File: config.mk
export PLATFORM = sky130hd
export DESIGN_NAME = order_dispatcher
export DESIGN_NICKNAME = d
export VERILOG_FILES = /design/src/rtl/order_dispatcher.sv
export SDC_FILE = /design/constraint.sdc
export NUM_CORES = 1
export LEC_CHECK = 0
export CAP_MARGIN = 15
export CORE_UTILIZATION = 30
export DETAILED_ROUTE_END_ITERATION = 8
export PLACE_DENSITY = 0.55
export SLEW_MARGIN = 20
export SYNTH_ARGS = -nofsm -noshare
export SYNTH_HDL_FRONTEND = slang
export SYNTH_SLANG_ARGS = --single-unit
File: constraint.sdc
create_clock -name clk -period 2.2 [get_ports clk]
set_input_delay 0.55 -clock clk [delete_from_list [all_inputs] [get_ports clk]]
set_output_delay 0.55 -clock clk [all_outputs]
set_load 0.02 [all_outputs]
File: src/rtl/order_dispatcher.sv
// Order dispatcher: queues order ids and drives the delivery FSM through its steps.
// Optional ORDER_DISPATCHER_MANUAL_STEP_EN: steps are taken on step_btn rising edges instead of a timer.
module order_dispatcher #(
  parameter int DEPTH       = 4,
  parameter int ID_W        = 4,
  parameter int STEP_CYCLES = 8,
  parameter int RET_TIMEOUT = 16,
  parameter int CNT_W       = 8
) (
  input  logic             clk,
  input  logic             reset,
  input  logic             order_req,
  input  logic [ID_W-1:0]  order_id,
  input  logic             step_btn,
  input  logic             y2_in,
  input  logic             y3_in,
  output logic             enable_out,
  output logic             siguiente_out,
  output logic             busy,
  output logic [ID_W-1:0]  cur_id,
  output logic             fifo_full,
  output logic             fifo_empty,
  output logic             overflow,
  output logic             error,
  output logic [CNT_W-1:0] delivered_cnt
);

  localparam int PTR_W   = $clog2(DEPTH);
  localparam int TMR_MAX = (STEP_CYCLES > RET_TIMEOUT) ? STEP_CYCLES : RET_TIMEOUT;
  localparam int TMR_W   = $clog2(TMR_MAX);

  typedef enum logic [2:0] {
    S_IDLE,
    S_LAUNCH,
    S_WAIT,
    S_STEP,
    S_FINAL,
    S_RETURN,
    S_ERROR
  } state_t;

  state_t           state, state_nxt;
  logic [TMR_W-1:0] timer, timer_nxt;
  logic [1:0]       step_cnt, step_cnt_nxt;
  logic             pop, push, step_due;

  logic [ID_W-1:0]  mem [DEPTH];
  logic [PTR_W-1:0] wr_ptr, rd_ptr;
  logic [PTR_W:0]   count;

  assign fifo_full  = (count == (PTR_W+1)'(DEPTH));
  assign fifo_empty = (count == '0);
  assign cur_id     = fifo_empty ? '0 : mem[rd_ptr];
  // A pop frees a slot in the same cycle, so a request while full is still accepted then.
  assign push       = order_req && (!fifo_full || pop);
  assign busy       = (state != S_IDLE) && (state != S_ERROR);

`ifdef ORDER_DISPATCHER_MANUAL_STEP_EN
  localparam bit TIMED_STEP = 1'b0;
  logic step_btn_q;

  always_ff @(posedge clk or posedge reset) begin
    if (reset) step_btn_q <= 1'b0;
    else       step_btn_q <= step_btn;
  end

  assign step_due = step_btn && !step_btn_q;
`else
  localparam bit TIMED_STEP = 1'b1;
  logic unused_step_btn;

  assign unused_step_btn = step_btn;
  assign step_due        = (timer == TMR_W'(STEP_CYCLES - 1));
`endif

  // FIFO storage carries data only, so it is left out of reset.
  always_ff @(posedge clk) begin
    if (push) mem[wr_ptr] <= order_id;
  end

  always_ff @(posedge clk or posedge reset) begin
    if (reset) begin
      wr_ptr   <= '0;
      rd_ptr   <= '0;
      count    <= '0;
      overflow <= 1'b0;
    end else begin
      if (push) wr_ptr <= wr_ptr + 1'b1;
      if (pop)  rd_ptr <= rd_ptr + 1'b1;
      case ({push, pop})
        2'b10:   count <= count + 1'b1;
        2'b01:   count <= count - 1'b1;
        default: count <= count;
      endcase
      if (order_req && !push) overflow <= 1'b1;
    end
  end

  always_ff @(posedge clk or posedge reset) begin
    if (reset) state <= S_IDLE;
    else       state <= state_nxt;
  end

  always_comb begin
    state_nxt    = state;
    timer_nxt    = timer;
    step_cnt_nxt = step_cnt;
    pop          = 1'b0;
    case (state)
      S_IDLE: begin
        if (!fifo_empty && y2_in) state_nxt = S_LAUNCH;
      end
      S_LAUNCH: begin
        step_cnt_nxt = '0;
        timer_nxt    = '0;
        state_nxt    = S_WAIT;
      end
      S_WAIT: begin
        if (step_due) begin
          timer_nxt = '0;
          if (y3_in)                 state_nxt = S_FINAL;
          else if (step_cnt == 2'd3) state_nxt = S_ERROR;
          else                       state_nxt = S_STEP;
        end else if (TIMED_STEP) begin
          timer_nxt = timer + 1'b1;
        end
      end
      S_STEP: begin
        step_cnt_nxt = step_cnt + 2'd1;
        state_nxt    = S_WAIT;
      end
      S_FINAL: begin
        timer_nxt = '0;
        state_nxt = S_RETURN;
      end
      S_RETURN: begin
        if (y2_in) begin
          pop       = 1'b1;
          state_nxt = S_IDLE;
        end else if (timer == TMR_W'(RET_TIMEOUT - 1)) begin
          state_nxt = S_ERROR;
        end else begin
          timer_nxt = timer + 1'b1;
        end
      end
      S_ERROR: state_nxt = S_ERROR;
      default: state_nxt = S_IDLE;
    endcase
  end

  // Pulses are registered from the next state so they line up with the state they belong to.
  always_ff @(posedge clk or posedge reset) begin
    if (reset) begin
      timer         <= '0;
      step_cnt      <= '0;
      enable_out    <= 1'b0;
      siguiente_out <= 1'b0;
      error         <= 1'b0;
      delivered_cnt <= '0;
    end else begin
      timer         <= timer_nxt;
      step_cnt      <= step_cnt_nxt;
      enable_out    <= (state_nxt == S_LAUNCH);
      siguiente_out <= (state_nxt == S_STEP) || (state_nxt == S_FINAL);
      error         <= (state_nxt == S_ERROR);
      if (pop) delivered_cnt <= delivered_cnt + 1'b1;
    end
  end

endmodule

# Word level (Yosys, flattened, before mapping)
# Memories as Yosys holds them, arrays and structs flattened.
# Cells that the tools add are included.
[word_totals] regBits=28 latchBits=0 ramBits=16 mem_bits_ro=0 memories=1
[classes] addsub=7 n_mul=0 n_div=0 n_lt_le_gt_ge=0 eq_ne=19 shift=0 n_mux=18 n_bitwise=0 reduce_logical=18
[mem_list] memory="mem" words=4 word_bits=4 rd=1 rd_ports_with_merged_regs=0 wr=1 line="47" text="logic [ID_W-1:0] mem [DEPTH];"
[ops] operator="3-bit == test (second input constant)" n=6
[ops] operator="3-bit two-way mux" n=6
[ops] operator="3-bit one-hot mux with 6 select lines" n=1
[ops] operator="4-bit two-way mux" n=4
[ops] operator="4-bit one-hot mux with 3 select lines" n=1
[ops] operator="3-bit by 2-bit == test with 1-bit output (second input constant)" n=3
[ops] operator="8-bit by 1-bit adder with 8-bit output (second input constant)" n=1
[ops] operator="2-bit by 1-bit adder with 2-bit output (second input constant)" n=3
[ops] operator="3-bit by 1-bit == test with 1-bit output (second input constant)" n=2
[ops] operator="3-bit zero test" n=2
[ops] operator="3-bit one-hot mux with 2 select lines" n=1
[ops] operator="3-bit nonzero test" n=2
[ops] operator="4-bit by 1-bit adder with 4-bit output (second input constant)" n=1
[ops] operator="2-bit == test (second input constant)" n=2
[ops] operator="4-bit by 3-bit == test with 1-bit output (second input constant)" n=1
[ops] operator="4-bit == test (second input constant)" n=1
[ops] operator="1-bit logical AND" n=4
[ops] operator="1-bit two-way mux" n=4
[ops] operator="2-bit != test (second input constant)" n=2
[ops] operator="2-bit one-hot mux with 2 select lines" n=1
[ops] operator="2-bit nonzero test" n=2
[ops] operator="2-bit OR reduction" n=2
[ops] operator="3-bit by 1-bit adder with 3-bit output (second input constant)" n=1
[ops] operator="1-bit zero test" n=3
[ops] operator="5 further kinds" n=6

# Logic depth before layout (Yosys ltp)
# Gate-level depths: netlist (run 1).
[logic_depth] depth_word=7 ltp_mapped=8

# Worst setup path before layout (run 1)
# OpenSTA, ideal clock, no wires.
[synth_path] path_kind="register to register" startpoint="register state[0]" endpoint="register count[2]" arrival_ps=1809 required_time_ps=2064 slack_ps=255 stages_incl_launch_ff=8 n_path_buf=1 synth_period_minus_slack_ps=1945 cell_sequence="dfrtp_1 buf_4 nand4b_4 nor2_1 inv_1 fa_1 nor4b_1 o22ai_1"
[synth_between] elab_chain_cells=6 elab_cells_between_ends=8 cone_classes="3 x eq/ne; 2 x mux; 3 x reduce/logical"
[synth_lines] item="from (decl)" line="42" text="state_t state, state_nxt;"
[synth_lines] item="from (signal assigned)" line="101" text="else state <= state_nxt;"
[synth_lines] item="3-bit == test *" line="109" text="case (state)"
[synth_lines] item="1-bit two-way mux *" line="109"
[synth_lines] item="1-bit logical OR" line="55" text="assign push = order_req && (!fifo_full || pop);"
[synth_lines] item="1-bit logical AND" line="55"
[synth_lines] item="2-bit by 1-bit == test with 1-bit output / 2-bit == test (equally long branches)" line="90" text="case ({push, pop})"
[synth_lines] item="3-bit one-hot mux with 2 select lines / 2-bit nonzero test (equally long branches)"
[synth_lines] item="to (signal assigned)" line="91" text="2'b10: count <= count + 1'b1;"
[synth_lines] item="to (signal assigned)" line="92" text="2'b01: count <= count - 1'b1;"
[synth_lines] item="to (signal assigned)" line="93" text="default: count <= count;"
[synth_lines] item="to (decl)" line="49" text="logic [PTR_W:0] count;"
# Every way passes the cells marked *; elsewhere a longest branch is shown, timed or not.
# A chain may end at the register's enable or synchronous reset.

# Worst setup path in the final report (run 1)
[layout_path] startpoint="register rd_ptr[0]" endpoint="output port cur_id[3]"
[layout_between] elab_chain_cells=2
[layout_lines] item="from (decl)" line="48" text="logic [PTR_W-1:0] wr_ptr, rd_ptr;"
[layout_lines] item="from (signal assigned)" line="89" text="if (pop) rd_ptr <= rd_ptr + 1'b1;"
[layout_lines] item="memory read 4 x 4 bit"
[layout_lines] item="4-bit two-way mux" line="53" text="assign cur_id = fifo_empty ? '0 : mem[rd_ptr];"
[layout_lines] item="to (decl)" line="20" text="output logic [ID_W-1:0] cur_id,"
# No other way between the ends.

==> results of run 1 <==
## per-layer routing
metal / vias to the layer above / global-route usage (%) / share of wire (%)
li1: 723 / - / -
met1: 698 / 15.14 / 48
met2: 25 / 19.12 / 48
met3: 6 / 3.048 / 2.8
met4: 0 / 5.455 / 1.8
met5: - / 0 / 0
## kinds of logic (layout without fill, tap and decap cells)
group / Yosys count / count (layout) / share of synthesized area [%]
compound gates: 31 / 31 / 9.942
xor+xnor: 12 / 12 / 4.884
fa+ha+maj: 8 / 8 / 5.000
buf+inv: 14 / 63 / 3.082
flops: 44 / 44 / 54.88
mux: 5 / 5 / 4.651
simple gates: 62 / 62 / 17.56
## layout make-up
cell class	instances	area, sq um	area share, %
clock buffers	5	68.82	2.484
clock inverters	3	42.54	1.536
inverters	8	30.03	1.084
multi-input cells	118	919.6	33.20
flip-flops and latches	44	1182	42.68
well taps	96	120.1	4.336
repair buffers	47	406.6	14.68
## power groups by stage
stage / Combinational (W) / Clock [W] / Sequential (W)
finish: 0.00112 / 0.000616 / 0.00122
global route: 0.00125 / 0.000678 / 0.00126
CTS: 0.00113 / 0.000632 / 0.00123
detailed placement: 0.00111 / 0 / 0.00124
global placement: 0.00110 / 0 / 0.00124
floorplan: 0.000714 / 0 / 0.00123
## state kept, by name, indices dropped and copies added, names as in the netlist, 2 cells and up
signal,flops
count,3
delivered_cnt,8
mem,16
rd_ptr,2
state,3
step_cnt,2
timer,4
wr_ptr,2
## cell usage in the layout, fill, tap and decap left out, types with 2 or more instances in the layout
master           instances
inv_1                    8
o21ai_0                  5
a21o_1                   2
xor2_1                   2
a31o_1                   2
nor2b_1                  4
clkbuf_8                 5
and2_1                   6
a21oi_1                  6
buf_4                   20
or2_1                    2
ha_1                     7
xnor2_1                 10
nand2b_1                 3
edfxtp_1                16
nor2_1                   9
dfrtp_1                 27
nand2_1                 16
buf_2                    2
o21ai_1                  4
nand4_1                  3
clkdlybuf4s50_1         20
nor3_1                   2
mux4_2                   4
a31oi_1                  2
nand3_1                  3
nor3b_4                  2
dlygate4sd2_1            2
## worst max-delay path: stages, from the launching register on
cell and delay [ps]:
dfrtp_2 410, buf_6 120, mux4_2 470, nor2b_1 140, buf_4 150
## how the worst max path moves through the flow
stage                end  slack, ps  depth (start not counted)
2_1_floorplan   count[2]        260                          7
3_3_place_gp    count[2]       -200                          7
3_5_place_dp    count[2]       -200                          7
4_1_cts        cur_id[2]         20                          3
5_1_grt        cur_id[3]        -20                          4
6_report       cur_id[3]         60                          4
## what timing repair did
action / 4_1_cts / 5_1_grt
setup endpoints to repair: 6 / 5
hold buffers: 0 / 0
resized for setup: 17 / 7
setup buffers: 4 / 0
## stage by stage
stage | power, W | hold WS, ps
floorplan | 0.001948 | 453.8
global placement | 0.002342 | 468.6
detailed placement | 0.002358 | 465.3
CTS | 0.002986 | 481.8
global route | 0.003189 | 504.6
finish | 0.002961 | 477.5
==> out/results.tsv, run 1 <==
stage	metric	value	unit
clock_tree	clock slew at reported path FFs	90	ps
route	Via density	4.523	
synth	synthesized area	2152	sq um
hold_path	hold path startpoint	delivered_cnt[7]	
worst_setup_path	crit-path max FO	4	
synth	number of synthesized flops with an enable pin	16	
synth	count of cell types in the netlist	51	
clock_tree	Clock Tree Root	clkbuf_8	
global_route	gr usage total	11.91	%
placed_design	placed cell area	2626	sq um
synth	Yosys reg bits	44	
placed_design	hpwl dp	2800	um
sta	final worst path period need	2143	ps
sta	Slew @ Worst Pin	454.0	ps
die	Core Region	6869	sq um
power	Clock Power Share	20.8	%
worst_setup_path	Startpoint Class	register	
clock_tree	# H-tree levels	2	
power	static leakage	1.174	nW
sta	Setup Total Neg Slack	0	ps
worst_setup_path	Crit. End Element	output pin	
route	initial DRC count	46	
sta	setup violators final	0	
die	Die Ht	86.70	um
synth	Syn. warnings	0	
global_route	number of global-route vias before repair	1441	
worst_setup_path	R2R depth	5	
placed_design	gp weighted congestion	0.7548	
global_route	global route overflow	0	
die	Ports	29	
clock_tree	TritonCTS buffer count	5	
cells_and_area	layout cells sized above 1	21.33	%
clock_tree	CTS tree	yes	
synth	synth cell count leaders	28 x dfrtp_1, 16 x edfxtp_1, 16 x nand2_1	
worst_setup_path	reg-to-reg slack, setup	420	ps
sta	Final Max Tran Viols	0	
synth	Synth async-reset ratio	63.64	%
synth	top-count cell post-synth	dfrtp_1	
cells_and_area	fin util	40.33	%
worst_setup_path	Setup CP Type	register to output pin	
power	sequential share of power	41.3	%
placed_design	dpl ws	-202.5	ps
sta	Max Fclk	466.7	MHz
worst_setup_path	Worst Setup SP	rd_ptr[0]	
global_route	initial antenna violation count	0	
route	routed vias	1452	
power	Gate power share	37.9	%
cells_and_area	Fillers	667	
hold_path	hold path endpoint	delivered_cnt[7]	
power	IR drop worst, VDD	0.3383	mV
flow_run	max_cap viols	0	
clock_tree	Clock Path Buffers	2	
route	DRC Markers	0	
power	Net Sw Frac	34.21	%
synth	Post-Syn Area per Cell	12.23	sq um
die	Die W	86.70	um
clock_tree	clk_lat worst skew	290	ps
worst_setup_path	R2R Path End	timer[3]	
status	status	completed	
global_route	largest net degree at the start of global routing	29	
cells_and_area	final net count	242	
sta	RSZ-0062 raised after global routing	true	
clock_tree	Sink Count	44	
die	die area	7516	sq um
die	Starting Density	31.33	%
power	Net Sw Power	0.001013	W
synth	synth top area cells	dfrtp_1 33%, edfxtp_1 22%, mux4_2 4.2%, ha_1 4.1%, xnor2_1 4.1%	
hold_path	Worst Hold Depth	1	
placed_design	Cells after DPL	309	
hold_path	Hold Path Class	register to register	
route	antenna-violating nets left	0	
cells_and_area	Antenna Cells	0	
synth	Synth top area share	32.56	%
placed_design	I/O Buffers	27	
sta	period utilisation layout	97.40	%
worst_setup_path	worst path required time	1650	ps
cells_and_area	final instance area	2770	sq um
synth	Mapped Cells	176	
route	Routed WL per cell	12.22	um
synth	share of the yosys chip area belonging to registers	54.88	%
power	internal power	0.001948	W
sta	count of final hold-check violations	0	
sta	worst rel slew slack	69.47	%
synth	biggest area consumer among synthesized cells	dfrtp_1	
cells_and_area	Layout area overhead	28.72	%
sta	PnR worst setup slack	57.28	ps
global_route	first-pass GRT wire length	6734	um
synth	syn_nets	194	
synth	Main synth FF type	dfrtp_1	
power	PwrDens	1069	nW/um^2
route	router iterations before antenna repair	4	
die	row count	30	
sta	Clock Skew	7.658	ps
worst_setup_path	CP arrival	1590	ps
cells_and_area	non-filler instance count after layout	321	
worst_setup_path	worst r2r src	timer[0]	
route	DRT Wirelength	3924	um
Power figures use the tool's default switching activity.
==> run 2, diff against run 1 <==
- ABC_AREA: unset -> 1
- CTS_BUF_LIST: unset -> sky130_fd_sc_hd__clkbuf_16
==> out/results.tsv, run 2 <==
stage	metric	value	unit
status	status	completed	
cells_and_area	Largest regs	mem x16, delivered_cnt x8, timer x4	
sta	setup violators final	0	
flow_run	max_cap viols	0	
global_route	number of global-route vias before repair	1510	
cells_and_area	Layout area overhead	26.76	%
worst_setup_path	Startpoint Class	register	
hold_path	Worst Hold Depth	1	
route	initial DRC count	44	
worst_setup_path	Crit. End Element	output pin	
route	antenna-violating nets left	0	
synth	Main synth FF type	dfrtp_1	
clock_tree	post-CTS setup buffers	0	
synth	biggest area consumer among synthesized cells	dfrtp_1	
power	PwrDens	1264	nW/um^2
cells_and_area	final instance area	2733	sq um
cells_and_area	Antenna Cells	0	
die	row count	30	
synth	synth cell count leaders	37 x nand2_1, 33 x nor2_1, 32 x inv_1	
clock_tree	Post-CTS Resized	9	
placed_design	I/O Buffers	27	
synth	number of synthesized flops with an enable pin	16	
cells_and_area	fin util	39.78	%
die	die area	7529	sq um
sta	Slew @ Worst Pin	396.7	ps
sta	Clock Skew	3.298	ps
cells_and_area	Fillers	686	
worst_setup_path	reg-to-reg slack, setup	470	ps
synth	top-count cell post-synth	nand2_1	
die	Core Region	6869	sq um
synth	synthesized area	2156	sq um
sta	period utilisation layout	93.90	%
synth	Synth async-reset ratio	63.64	%
synth	syn_nets	248	
placed_design	placed cell area	2595	sq um
clock_tree	Clock Path Buffers	2	
clock_tree	# H-tree levels	2	
hold_path	Hold Path Class	register to register	
sta	PnR worst setup slack	134.2	ps
global_route	initial antenna violation count	0	
synth	synth top area cells	dfrtp_1 33%, edfxtp_1 22%, nand2_1 6.4%, nor2_1 5.7%, inv_1 5.6%	
cells_and_area	final net count	288	
cells_and_area	Reg area	1182	sq um
clock_tree	Sink Count	44	
placed_design	dpl ws	-61.27	ps
worst_setup_path	R2R depth	11	
clock_tree	Clock Tree Root	clkbuf_16	
global_route	gr usage total	11.74	%
synth	count of cell types in the netlist	28	
route	routed vias	1570	
sta	Setup Total Neg Slack	0	ps
die	Die W	86.77	um
cells_and_area	commonest non-fill, non-tap cell in the layout	nand2_1	
synth	Syn. warnings	0	
route	Via density	4.278	
global_route	global route overflow	0	
worst_setup_path	worst r2r src	state[1]	
placed_design	Cells after DPL	359	
clock_tree	hold_buf cts	0	
global_route	first-pass GRT wire length	6741	um
synth	Synth top area share	32.50	%
synth	Yosys reg bits	44	
clock_tree	TritonCTS buffer count	5	
sta	RSZ-0062 raised after global routing	false	
hold_path	hold path endpoint	count[0]	
die	Die Ht	86.77	um
synth	share of the yosys chip area belonging to registers	54.79	%
worst_setup_path	Setup CP Type	register to output pin	
power	IR drop worst, VDD	0.3808	mV
cells_and_area	Multi-input gate area	843.3	sq um
placed_design	gp weighted congestion	0.8547	
clock_tree	CTS tree	yes	
cells_and_area	number of flip-flops in the largest register	16	
power	static leakage	1.284	nW
route	DRT Wirelength	3820	um
route	Routed WL per cell	10.41	um
sta	Max Fclk	484.1	MHz
worst_setup_path	R2R Path End	count[2]	
worst_setup_path	worst path required time	1650	ps
clock_tree	clk_lat worst skew	280	ps
sta	count of final hold-check violations	0	
synth	Mapped Cells	230	
cells_and_area	most frequent cells in the layout	37 x nand2_1, 33 x nor2_1, 31 x inv_1	
clock_tree	clock slew at reported path FFs	60	ps
cells_and_area	layout cells sized above 1	11.07	%
die	Starting Density	31.38	%
worst_setup_path	CP arrival	1520	ps
die	Ports	29	
sta	final worst path period need	2066	ps
route	DRC Markers	0	
sta	Final Max Tran Viols	0	
hold_path	hold path startpoint	count[0]	
global_route	largest net degree at the start of global routing	29	
cells_and_area	non-filler instance count after layout	367	
cells_and_area	Top reg by flops	mem	
route	router iterations before antenna repair	4	
worst_setup_path	crit-path max FO	5	
placed_design	hpwl dp	2967	um
sta	worst rel slew slack	73.45	%
synth	Post-Syn Area per Cell	9.373	sq um
[run 2: changes by cell type after synthesis, sizes merged, moves of 4 or more]
cell / before / now
nor2b: 4 / 0
mux4: 4 / 0
nand3: 3 / 23
and2: 6 / 1
nand2: 17 / 42
nor2: 10 / 35
inv: 8 / 34
o21ai: 9 / 14
xor2: 2 / 8
xnor2: 10 / 2
buf: 4 / 0
[run 2: where the power goes]
part	switching [W]	internal (W)	total [W]
Combinational	0.000871	0.000551	0.00142
Clock	0.000299	0.000416	0.000715
Sequential	0.000208	0.00111	0.00132
[run 2: kinds of logic after synthesis]
kind of cell / Yosys count / synth area share, %
DFF: 44 / 54.79
xor gates and xnor gates: 10 / 4.063
buffers and inverters: 35 / 6.094
and+or+nand+nor: 108 / 23.80
adders and majority gates: 8 / 4.991
AOI/OAI and AO/OA: 25 / 6.268
[run 2: worst max path at each step]
stage                     cells after the start  slack (ps)       from         to
after floorplan                               5         450  rd_ptr[0]  cur_id[0]
after global placement                       11         -10      y2_in   count[2]
after detailed placement                     11         -60      y2_in   count[2]
after CTS                                     5         110  rd_ptr[1]  cur_id[2]
after global routing                          5           8  rd_ptr[1]  cur_id[1]
final                                         5         130  rd_ptr[1]  cur_id[0]
[run 2: per-stage QoR]
stage	total power, W	hold slack [ps]
after floorplan	0.002315	441.6
after global placement	0.002807	459.6
final	0.003454	478.8
after global routing	0.003745	490.7
after CTS	0.003489	475.5
after detailed placement	0.002831	461.2
[run 2: metal layers]
metal	track usage, %	wire length, um
met4	4.545	58
met5	0	0
met3	2.952	119
met1	15.20	1893
met2	18.90	1748
[run 2: layout make-up]
class,count,share of cell area (%)
clock buffer,5,4.579
timing repair buffer,34,11.54
multi-input combinational,151,30.86
inverter,34,4.670
tap,96,4.396
sequential,44,43.27
clock inverter,3,0.6868
[run 2: critical path: stages, from the launching register on]
cell and delay [ps]:
dfrtp_1 420, inv_1 130, nor2_1 120, o21ai_0 90
a21oi_1 120, dlygate4sd2_1 340
